**src/rtl/three_phase_nco_pkg.sv**
```systemverilog
// Shared widths, phase offsets and FTW handshake state type for the three-phase NCO.
package nco_pkg;
    localparam int PHASE_W     = 32;
    localparam int ADDR_W      = 15;
    localparam int DATA_W      = 16;
    localparam int LUT_LATENCY = 1;

    localparam logic [PHASE_W-1:0] OFF_120 = 32'h5555_5555;
    localparam logic [PHASE_W-1:0] OFF_240 = 32'hAAAA_AAAA;

    typedef enum logic {FTW_IDLE, FTW_PENDING} ftw_state_t;

    // Offset the phase modulo 2^PHASE_W and keep the top ADDR_W bits as the ROM address.
    function automatic logic [ADDR_W-1:0] phase_to_addr(input logic [PHASE_W-1:0] phase,
                                                        input logic [PHASE_W-1:0] offset);
        logic [PHASE_W-1:0] sum;
        sum = phase + offset;
        return sum[PHASE_W-1 -: ADDR_W];
    endfunction
endpackage

```
**src/rtl/three_phase_nco_if.sv**
```systemverilog
// FTW handshake, ROM read ports and sample outputs of the NCO; master is the NCO side.
interface three_phase_nco_if;
    import nco_pkg::*;

    logic [PHASE_W-1:0] ftw_in;
    logic               ftw_valid;
    logic               ftw_ready;
    logic [ADDR_W-1:0]  lut_addr1;
    logic [ADDR_W-1:0]  lut_addr2;
    logic [ADDR_W-1:0]  lut_addr3;
    logic [DATA_W-1:0]  lut_data1;
    logic [DATA_W-1:0]  lut_data2;
    logic [DATA_W-1:0]  lut_data3;
    logic [DATA_W-1:0]  sample1;
    logic [DATA_W-1:0]  sample2;
    logic [DATA_W-1:0]  sample3;
    logic               sample_valid;

    modport master (
        input  ftw_in, ftw_valid, lut_data1, lut_data2, lut_data3,
        output ftw_ready, lut_addr1, lut_addr2, lut_addr3,
               sample1, sample2, sample3, sample_valid
    );

    modport slave (
        output ftw_in, ftw_valid, lut_data1, lut_data2, lut_data3,
        input  ftw_ready, lut_addr1, lut_addr2, lut_addr3,
               sample1, sample2, sample3, sample_valid
    );
endinterface

```
**src/rtl/three_phase_nco_phase_accumulator.sv**
```systemverilog
// Phase accumulator with a two-state tuning-word handshake that swaps the FTW at a phase wrap.
module phase_accumulator
    import nco_pkg::*;
(
    input  logic               clk,
    input  logic               rst_n,
    input  logic               enable,
    input  logic               phase_clr,
    input  logic [PHASE_W-1:0] ftw_in,
    input  logic               ftw_valid,
    output logic               ftw_ready,
    output logic [PHASE_W-1:0] acc_next
);
    logic [PHASE_W-1:0] acc;
    logic [PHASE_W-1:0] ftw_cur;
    logic [PHASE_W-1:0] ftw_pend;
    logic [PHASE_W:0]   sum;
    logic               wrap;
    logic               capture;
    logic               apply;
    ftw_state_t         state;
    ftw_state_t         state_next;

    assign sum  = {1'b0, acc} + {1'b0, ftw_cur};
    assign wrap = enable && !phase_clr && sum[PHASE_W];

    always_comb begin
        acc_next = acc;
        if (phase_clr) begin
            acc_next = '0;
        end else if (enable) begin
            acc_next = sum[PHASE_W-1:0];
        end
    end

    // A pending word waits for a zero crossing unless the oscillator is idle or frozen.
    always_comb begin
        state_next = state;
        ftw_ready  = 1'b0;
        capture    = 1'b0;
        apply      = 1'b0;
        case (state)
            FTW_IDLE: begin
                ftw_ready = rst_n;
                if (ftw_valid) begin
                    capture    = 1'b1;
                    state_next = FTW_PENDING;
                end
            end
            FTW_PENDING: begin
                if (wrap || ftw_cur == '0 || !enable || phase_clr) begin
                    apply      = 1'b1;
                    state_next = FTW_IDLE;
                end
            end
            default: state_next = FTW_IDLE;
        endcase
    end

    always_ff @(posedge clk) begin
        if (!rst_n) begin
            acc      <= '0;
            ftw_cur  <= '0;
            ftw_pend <= '0;
            state    <= FTW_IDLE;
        end else begin
            acc   <= acc_next;
            state <= state_next;
            if (capture) ftw_pend <= ftw_in;
            if (apply)   ftw_cur  <= ftw_pend;
        end
    end
endmodule

```
**src/rtl/three_phase_nco.sv**
```systemverilog
// Three-phase NCO: issues 0/120/240 degree ROM addresses and re-aligns the returned samples.
module three_phase_nco
    import nco_pkg::*;
(
    input  logic               clk,
    input  logic               rst_n,
    input  logic               enable,
    input  logic               phase_clr,
    three_phase_nco_if.master  bus
);
    logic [PHASE_W-1:0]   acc_next;
    logic                 ftw_ready;
    logic [ADDR_W-1:0]    addr1, addr2, addr3;
    logic [LUT_LATENCY:0] valid_pipe;
    logic                 tail;
    logic [DATA_W-1:0]    held1, held2, held3;

    phase_accumulator u_acc (
        .clk       (clk),
        .rst_n     (rst_n),
        .enable    (enable),
        .phase_clr (phase_clr),
        .ftw_in    (bus.ftw_in),
        .ftw_valid (bus.ftw_valid),
        .ftw_ready (ftw_ready),
        .acc_next  (acc_next)
    );

    always_ff @(posedge clk) begin
        if (!rst_n) begin
            addr1      <= '0;
            addr2      <= '0;
            addr3      <= '0;
            valid_pipe <= '0;
            held1      <= '0;
            held2      <= '0;
            held3      <= '0;
        end else begin
            addr1      <= phase_to_addr(acc_next, '0);
            addr2      <= phase_to_addr(acc_next, OFF_120);
            addr3      <= phase_to_addr(acc_next, OFF_240);
            valid_pipe <= {valid_pipe[LUT_LATENCY-1:0], enable};
            if (tail) begin
                held1 <= bus.lut_data1;
                held2 <= bus.lut_data2;
                held3 <= bus.lut_data3;
            end
        end
    end

    // ROM data arrives in the same cycle as the token tail, so it is passed straight through.
    assign tail             = valid_pipe[LUT_LATENCY];
    assign bus.ftw_ready    = ftw_ready;
    assign bus.lut_addr1    = addr1;
    assign bus.lut_addr2    = addr2;
    assign bus.lut_addr3    = addr3;
    assign bus.sample_valid = tail;
    assign bus.sample1      = tail ? bus.lut_data1 : held1;
    assign bus.sample2      = tail ? bus.lut_data2 : held2;
    assign bus.sample3      = tail ? bus.lut_data3 : held3;
endmodule
```
**src/flat_wrapper.sv**
```systemverilog
// flat-port wrapper written by rule: the top's interface ports become plain ports
module three_phase_nco_flat import nco_pkg::*;
  (clk, rst_n, enable, phase_clr, bus_ftw_in, bus_ftw_valid, bus_lut_data1, bus_lut_data2, bus_lut_data3, bus_ftw_ready, bus_lut_addr1, bus_lut_addr2, bus_lut_addr3, bus_sample1, bus_sample2, bus_sample3, bus_sample_valid);
  three_phase_nco_if bus_i ();
  input  logic clk;
  input  logic rst_n;
  input  logic enable;
  input  logic phase_clr;
  input wire logic [$bits(bus_i.ftw_in)-1:0] bus_ftw_in;
  input wire logic [$bits(bus_i.ftw_valid)-1:0] bus_ftw_valid;
  input wire logic [$bits(bus_i.lut_data1)-1:0] bus_lut_data1;
  input wire logic [$bits(bus_i.lut_data2)-1:0] bus_lut_data2;
  input wire logic [$bits(bus_i.lut_data3)-1:0] bus_lut_data3;
  output wire logic [$bits(bus_i.ftw_ready)-1:0] bus_ftw_ready;
  output wire logic [$bits(bus_i.lut_addr1)-1:0] bus_lut_addr1;
  output wire logic [$bits(bus_i.lut_addr2)-1:0] bus_lut_addr2;
  output wire logic [$bits(bus_i.lut_addr3)-1:0] bus_lut_addr3;
  output wire logic [$bits(bus_i.sample1)-1:0] bus_sample1;
  output wire logic [$bits(bus_i.sample2)-1:0] bus_sample2;
  output wire logic [$bits(bus_i.sample3)-1:0] bus_sample3;
  output wire logic [$bits(bus_i.sample_valid)-1:0] bus_sample_valid;
  assign bus_i.ftw_in = bus_ftw_in;
  assign bus_i.ftw_valid = bus_ftw_valid;
  assign bus_i.lut_data1 = bus_lut_data1;
  assign bus_i.lut_data2 = bus_lut_data2;
  assign bus_i.lut_data3 = bus_lut_data3;
  assign bus_ftw_ready = bus_i.ftw_ready;
  assign bus_lut_addr1 = bus_i.lut_addr1;
  assign bus_lut_addr2 = bus_i.lut_addr2;
  assign bus_lut_addr3 = bus_i.lut_addr3;
  assign bus_sample1 = bus_i.sample1;
  assign bus_sample2 = bus_i.sample2;
  assign bus_sample3 = bus_i.sample3;
  assign bus_sample_valid = bus_i.sample_valid;
  three_phase_nco u_core (.clk(clk), .rst_n(rst_n), .enable(enable), .phase_clr(phase_clr), .bus(bus_i));
endmodule
```
**config.mk**
```make
export PLATFORM = sky130hd
export DESIGN_NAME = three_phase_nco_flat
export DESIGN_NICKNAME = d
export VERILOG_FILES = /design/src/rtl/three_phase_nco_pkg.sv /design/src/rtl/three_phase_nco_if.sv /design/src/rtl/three_phase_nco_phase_accumulator.sv /design/src/rtl/three_phase_nco.sv /design/src/flat_wrapper.sv
export SDC_FILE = /design/constraint.sdc
export NUM_CORES = 1
export LEC_CHECK = 0
export ABC_AREA = 1
export CORE_UTILIZATION = 50
export CTS_BUF_LIST = sky130_fd_sc_hd__clkbuf_4
export DETAILED_ROUTE_END_ITERATION = 16
export PLACE_DENSITY_LB_ADDON = 0.12
export REMOVE_ABC_BUFFERS = 1
export SYNTH_ARGS = -nofsm -noshare
export SYNTH_HDL_FRONTEND = slang
export SYNTH_SLANG_ARGS = --single-unit
```
**constraint.sdc**
```tcl
create_clock -name clk -period 5.2 [get_ports clk]
set_input_delay 1.04 -clock clk [delete_from_list [all_inputs] [get_ports clk]]
set_output_delay 1.04 -clock clk [all_outputs]
set_load 0.01 [all_outputs]
```
# Word level (Yosys, flattened, before mapping)
# Cells that the tools add are included.
word_totals:
  out_inout_bits: 95
  reg_bits: 192
  input_bits: 85
classes:
  n_addsub: 3
  reduce_logical: 8
  n_bitwise: 1
  muxes: 12
ops:
  columns: ["operator", "count"]
  rows:
  - ["32-bit two-way mux", 2]
  - ["16-bit two-way mux", 3]
  - ["32-bit by 32-bit adder with 33-bit output", 1]
  - ["32-bit by 31-bit adder with 32-bit output (second input constant)", 1]
  - ["32-bit adder (second input constant)", 1]
  - ["32-bit zero test", 1]
  - ["1-bit two-way mux", 6]
  - ["1-bit logical OR", 3]
  - ["1-bit logical AND", 2]
  - ["1-bit zero test", 2]
  - ["1-bit one-hot mux with 2 select lines", 1]
  - ["1-bit NOT", 1]

# Longest topological paths before layout
logic_depth:
  ltp_word: 8
  depth_mapped: 23
  ltp_nobuf: 23

# By module
# Synthesis repeated with hierarchy kept, for this count alone.
unflattened:
  hier_cells: 2052
  hier_area_um2: 12011.5
by_module_without_submodules:
  columns: ["module", "instances", "cells_each", "area_per_inst_um2", "seq_area_each_um2"]
  rows:
  - ["phase_accumulator", 1, 1108, 6578.8, 1941.9]
  - ["three_phase_nco", 1, 944, 5432.7, 1901.8]

# Worst setup path after synthesis
# OpenSTA, ideal clock, no wires.
synth_timing:
  path_type: "input to output"
  from: "in rst_n"
  to: "out bus_ftw_ready"
  path_buffers: 3
  t_arrival_ns: 1.996
  setup_slack_ns: 2.164
  path_stages: 5
  cell_sequence: "clkbuf_1 -> inv_2 -> clkbuf_1 -> buf_1 -> nor2_1"
synth_between:
  elab_chain_cells: 1
synth_lines:
  columns: ["element", "line", "rtl"]
  rows:
  - ["from (decl)", "flat_wrapper.sv:6", "input logic rst_n;"]
  - ["1-bit two-way mux", "three_phase_nco_phase_accumulator.sv:42", "case (state)"]
  - ["to (decl)", "flat_wrapper.sv:14", "output wire logic [$bits(bus_i.ftw_ready)-1:0] bus_ftw_ready;"]
# Every way passes these cells.

# Worst setup path in the final report
layout_timing:
  from: "reg u_core.valid_pipe[1]"
  to: "out bus_sample3[6]"
layout_between:
  elab_chain_cells: 1
layout_lines:
  columns: ["element", "line", "rtl"]
  rows:
  - ["from (decl)", "three_phase_nco.sv:14", "logic [LUT_LATENCY:0] valid_pipe;"]
  - ["from (signal assigned)", "three_phase_nco.sv:42", "valid_pipe <= {valid_pipe[LUT_LATENCY-1:0], enable};"]
  - ["16-bit two-way mux", null, null]
  - ["to (decl)", "flat_wrapper.sv:20", "output wire logic [$bits(bus_i.sample3)-1:0] bus_sample3;"]
# Every way passes these cells.

==> impl_metrics.csv <==
group,metric,value,unit
power_and_ir_drop,p_sw_frac,0.350,
timing,max_slew.worst_pin.slew,964,ps
timing,holdWs,431,ps
timing,period_minus_slack,3610,ps
worst_setup_path,cp_max_fo,50,
clock_network,cts_buffer_depth,2,
worst_setup_path,path_class,"reg -> out",
timing,setup_tns,0,ps
global_routing,grt_pass1_vias,10100,
power_and_ir_drop,p_int,1960,µW
floorplanning,die_y,147,µm
min_path,worstHoldPathCells,2,
timing,setup_violations,0,
clock_network,root_buffer,"clkbuf_4",
floorplanning,io_pins,180,
final_layout,diodes,0,
clock_network,clock_sinks,177,
clock_network,htree_levels,4,
final_layout,nNetsFinal,1970,
worst_setup_path,ff2ff_setup_slack,1840,ps
drt,antenna_left,0,
global_routing,grt_use_total,0.293,
global_routing,grt_max_degree,89,
synthesis,syn_area,0.0105,mm²
clock_network,clk_pin_slew_worst_paths,160,ps
floorplanning,die_x,147,µm
power_and_ir_drop,power.density,238,mW/mm²
final_layout,n_fill_cell,2035,
power_and_ir_drop,clkPwrFrac,0.278,
global_routing,grt_pass1_wl,50700,µm
timing,fin_crit_sh,0.695,
synthesis,synth.avg_cell_area,6.14,µm²
worst_setup_path,endpoint_kind,"output pin",
timing,max_clock_freq,277,MHz
final_layout,syn_to_final_growth,20.2,%
run_status,outcome,"finished, final reports clean",
timing,slew_viol_final,0,
worst_setup_path,regToRegEndpoint,"u_core.bus.lut_addr2[11]",
timing,rsz0062_at_grt,"false",
worst_setup_path,arrival,2570,ps
synthesis,synth_warnings,0,
floorplanning,core,0.0204,mm²
worst_setup_path,crit_required,4160,ps
floorplanning,die_area,0.0217,mm²
synthesis,synth_cell_type_count,40,
placement,dpl.hpwl,23900,µm
clock_network,cts_tree,"done",
clock_network,clock_latency,620,ps
clock_network,cts_resized,0,
worst_setup_path,cp-start-kind,"flop",
placement,io_buffer_count,179,
drt,vias,11000,
synthesis,ys_seq_area_frac,0.336,
final_layout,multi_input_area,0.00592,mm²
power_and_ir_drop,seqPwrFrac,0.498,
floorplanning,start_util,0.516,
drt,drt-initial-drc-count,838,
final_layout,ff_latch_area,0.00354,mm²
clock_network,post_cts_buffers,0,
placement,globalplace.congestion,1.02,
final_layout,final_common_cell,"nand2_1",
synthesis,syn_inst,1716,
clock_network,cts-buffers-inserted,17,
power_and_ir_drop,peakVddDrop,0.170,mV
worst_setup_path,r2r_cells,19,
placement,dp_worst_setup_slack,1450,ps
floorplanning,rows,52,
worst_setup_path,critPathLaunch,"u_core.valid_pipe[1]",
timing,max_slew_margin,0.357,
power_and_ir_drop,switchingPower,1050,µW
drt,first_pass_iters,5,
drt,via_per_inst,5.17,
global_routing,overflow,0,
min_path,hp-start,"u_core.valid_pipe[0]",
synthesis,ys_ff_latch,177,
timing,hold_viol,0,
power_and_ir_drop,p_total,3010,µW
worst_setup_path,crit_end,"bus_sample3[6]",
job,max_cap_violations,0,
clock_network,cts_hold_buf,0,
timing,worst_slack,1590,ps
final_layout,drive_gt1_frac,0.0772,
global_routing,grt_antenna_before_repair,0,
power_and_ir_drop,p_leak,0.00616,µW
final_layout,mostFrequentLayoutCells,"498 x nand2_1, 343 x nor2_1, 177 x clkdlybuf4s50_1, 177 x dfxtp_1, 168 x inv_1",
drt,wl_per_cell,14.7,µm
min_path,hold_path.class,"reg -> reg",
worst_setup_path,reg2reg_from,"u_core.u_acc.ftw_cur[20]",
timing,clock_skew,35.4,ps
drt,totalWireLength,31300,µm
drt,drc_errors,0,
power_and_ir_drop,power_frac_comb,0.224,
==> kinds of logic (layout without fill, tap and decap cells) <==
group,after synthesis,after routing,share of synthesized area
xor+xnor,2,2,0.00166
fa+ha+maj,33,33,0.0399
buf+inv,257,406,0.102
flops,177,177,0.336
compound gates,188,188,0.0936
simple gates,1059,1059,0.427
==> cells in the mapped netlist <==
cell type / number / share of area
a21boi_0: 1 / 0.00071
a21boi_1: 1 / 0.00071
a21o_1: 1 / 0.00071
a21oi_1: 80 / 0.038
a21oi_2: 3 / 0.0025
a31oi_1: 1 / 0.00059
and2_1: 1 / 0.00059
and3_1: 1 / 0.00059
buf_1: 4 / 0.0014
buf_2: 10 / 0.0048
buf_4: 16 / 0.011
buf_6: 4 / 0.0043
clkbuf_1: 36 / 0.013
dfxtp_1: 177 / 0.34
fa_1: 1 / 0.0019
ha_1: 32 / 0.038
inv_1: 168 / 0.060
inv_2: 17 / 0.0061
inv_4: 2 / 0.0012
nand2_1: 498 / 0.18
nand2_2: 28 / 0.017
nand2_4: 6 / 0.0064
nand3_1: 92 / 0.044
nand3_2: 13 / 0.012
nand3b_1: 3 / 0.0021
nand4_1: 22 / 0.013
nor2_1: 343 / 0.12
nor2_2: 26 / 0.015
nor2_4: 3 / 0.0032
nor3_1: 11 / 0.0052
nor3_2: 1 / 0.00095
nor4_1: 10 / 0.0059
o211ai_1: 1 / 0.00071
o21a_1: 2 / 0.0014
o21ai_0: 85 / 0.040
o21ai_1: 7 / 0.0033
o21ai_2: 2 / 0.0017
o21bai_1: 4 / 0.0029
or2_2: 1 / 0.00059
xnor2_1: 2 / 0.0017
==> layout make-up <==
class,instances,share of cell area
repair buffers,187,0.146
flip-flops and latches,177,0.280
inverters,187,0.0559
well taps,270,0.0267
clock inverters,15,0.0144
multi-input cells,1282,0.467
clock buffers,17,0.0101
==> worst min path at each step <==
stage / endpoint / slack, ps
after floorplan: u_core.valid_pipe[1] / 390
after global placement: u_core.valid_pipe[1] / 400
after detailed placement: u_core.valid_pipe[1] / 400
after CTS: u_core.valid_pipe[1] / 430
after global routing: u_core.valid_pipe[1] / 470
final: u_core.valid_pipe[1] / 430
==> registers in the layout, indices dropped and copies added (netlist names) <==
name and flops:
u_core.u_acc.acc 32, u_core.u_acc.ftw_cur 32, u_core.bus.lut_addr2 15, u_core.held2 16, u_core.held3 16, u_core.valid_pipe 2
u_core.bus.lut_addr3 15, u_core.u_acc.ftw_pend 32, u_core.u_acc.state 1, u_core.held1 16
==> per-layer routing <==
layer	part of all wire	GRT usage	vias up
li1	-	-	5644
met1	0.45	0.397	4924
met2	0.43	0.466	411
met3	0.089	0.0652	54
met4	0.024	0.0825	0
met5	0	0	-
==> stage by stage <==
step | std cells | instance area, µm² | utilization
3_3_place_gp | 2103 | 12300 | 0.604
6_report | 2135 | 12700 | 0.620
3_5_place_dp | 2103 | 12300 | 0.604
2_1_floorplan | 1646 | 10200 | -
4_1_cts | 2135 | 12700 | 0.620
5_1_grt | 2135 | 12700 | 0.620
==> power by group through the flow <==
| stage | Clock, µW | Sequential (µW) | Combinational [µW] |
|---|---|---|---|
| 2_1_floorplan | 0 | 1520 | 372 |
| 3_3_place_gp | 0 | 1530 | 664 |
| 3_5_place_dp | 0 | 1530 | 669 |
| 4_1_cts | 857 | 1500 | 673 |
| 5_1_grt | 912 | 1510 | 750 |
| 6_report | 838 | 1500 | 675 |
==> critical path, cell delays in order, from the launching register on <==
cell	delay [ps]
dfxtp_1	330
buf_4	270
inv_1	110
buf_4	440
nand2_1	150
nand2_1	90
clkdlybuf4s50_1	560
Power figures use the tool's default switching activity.
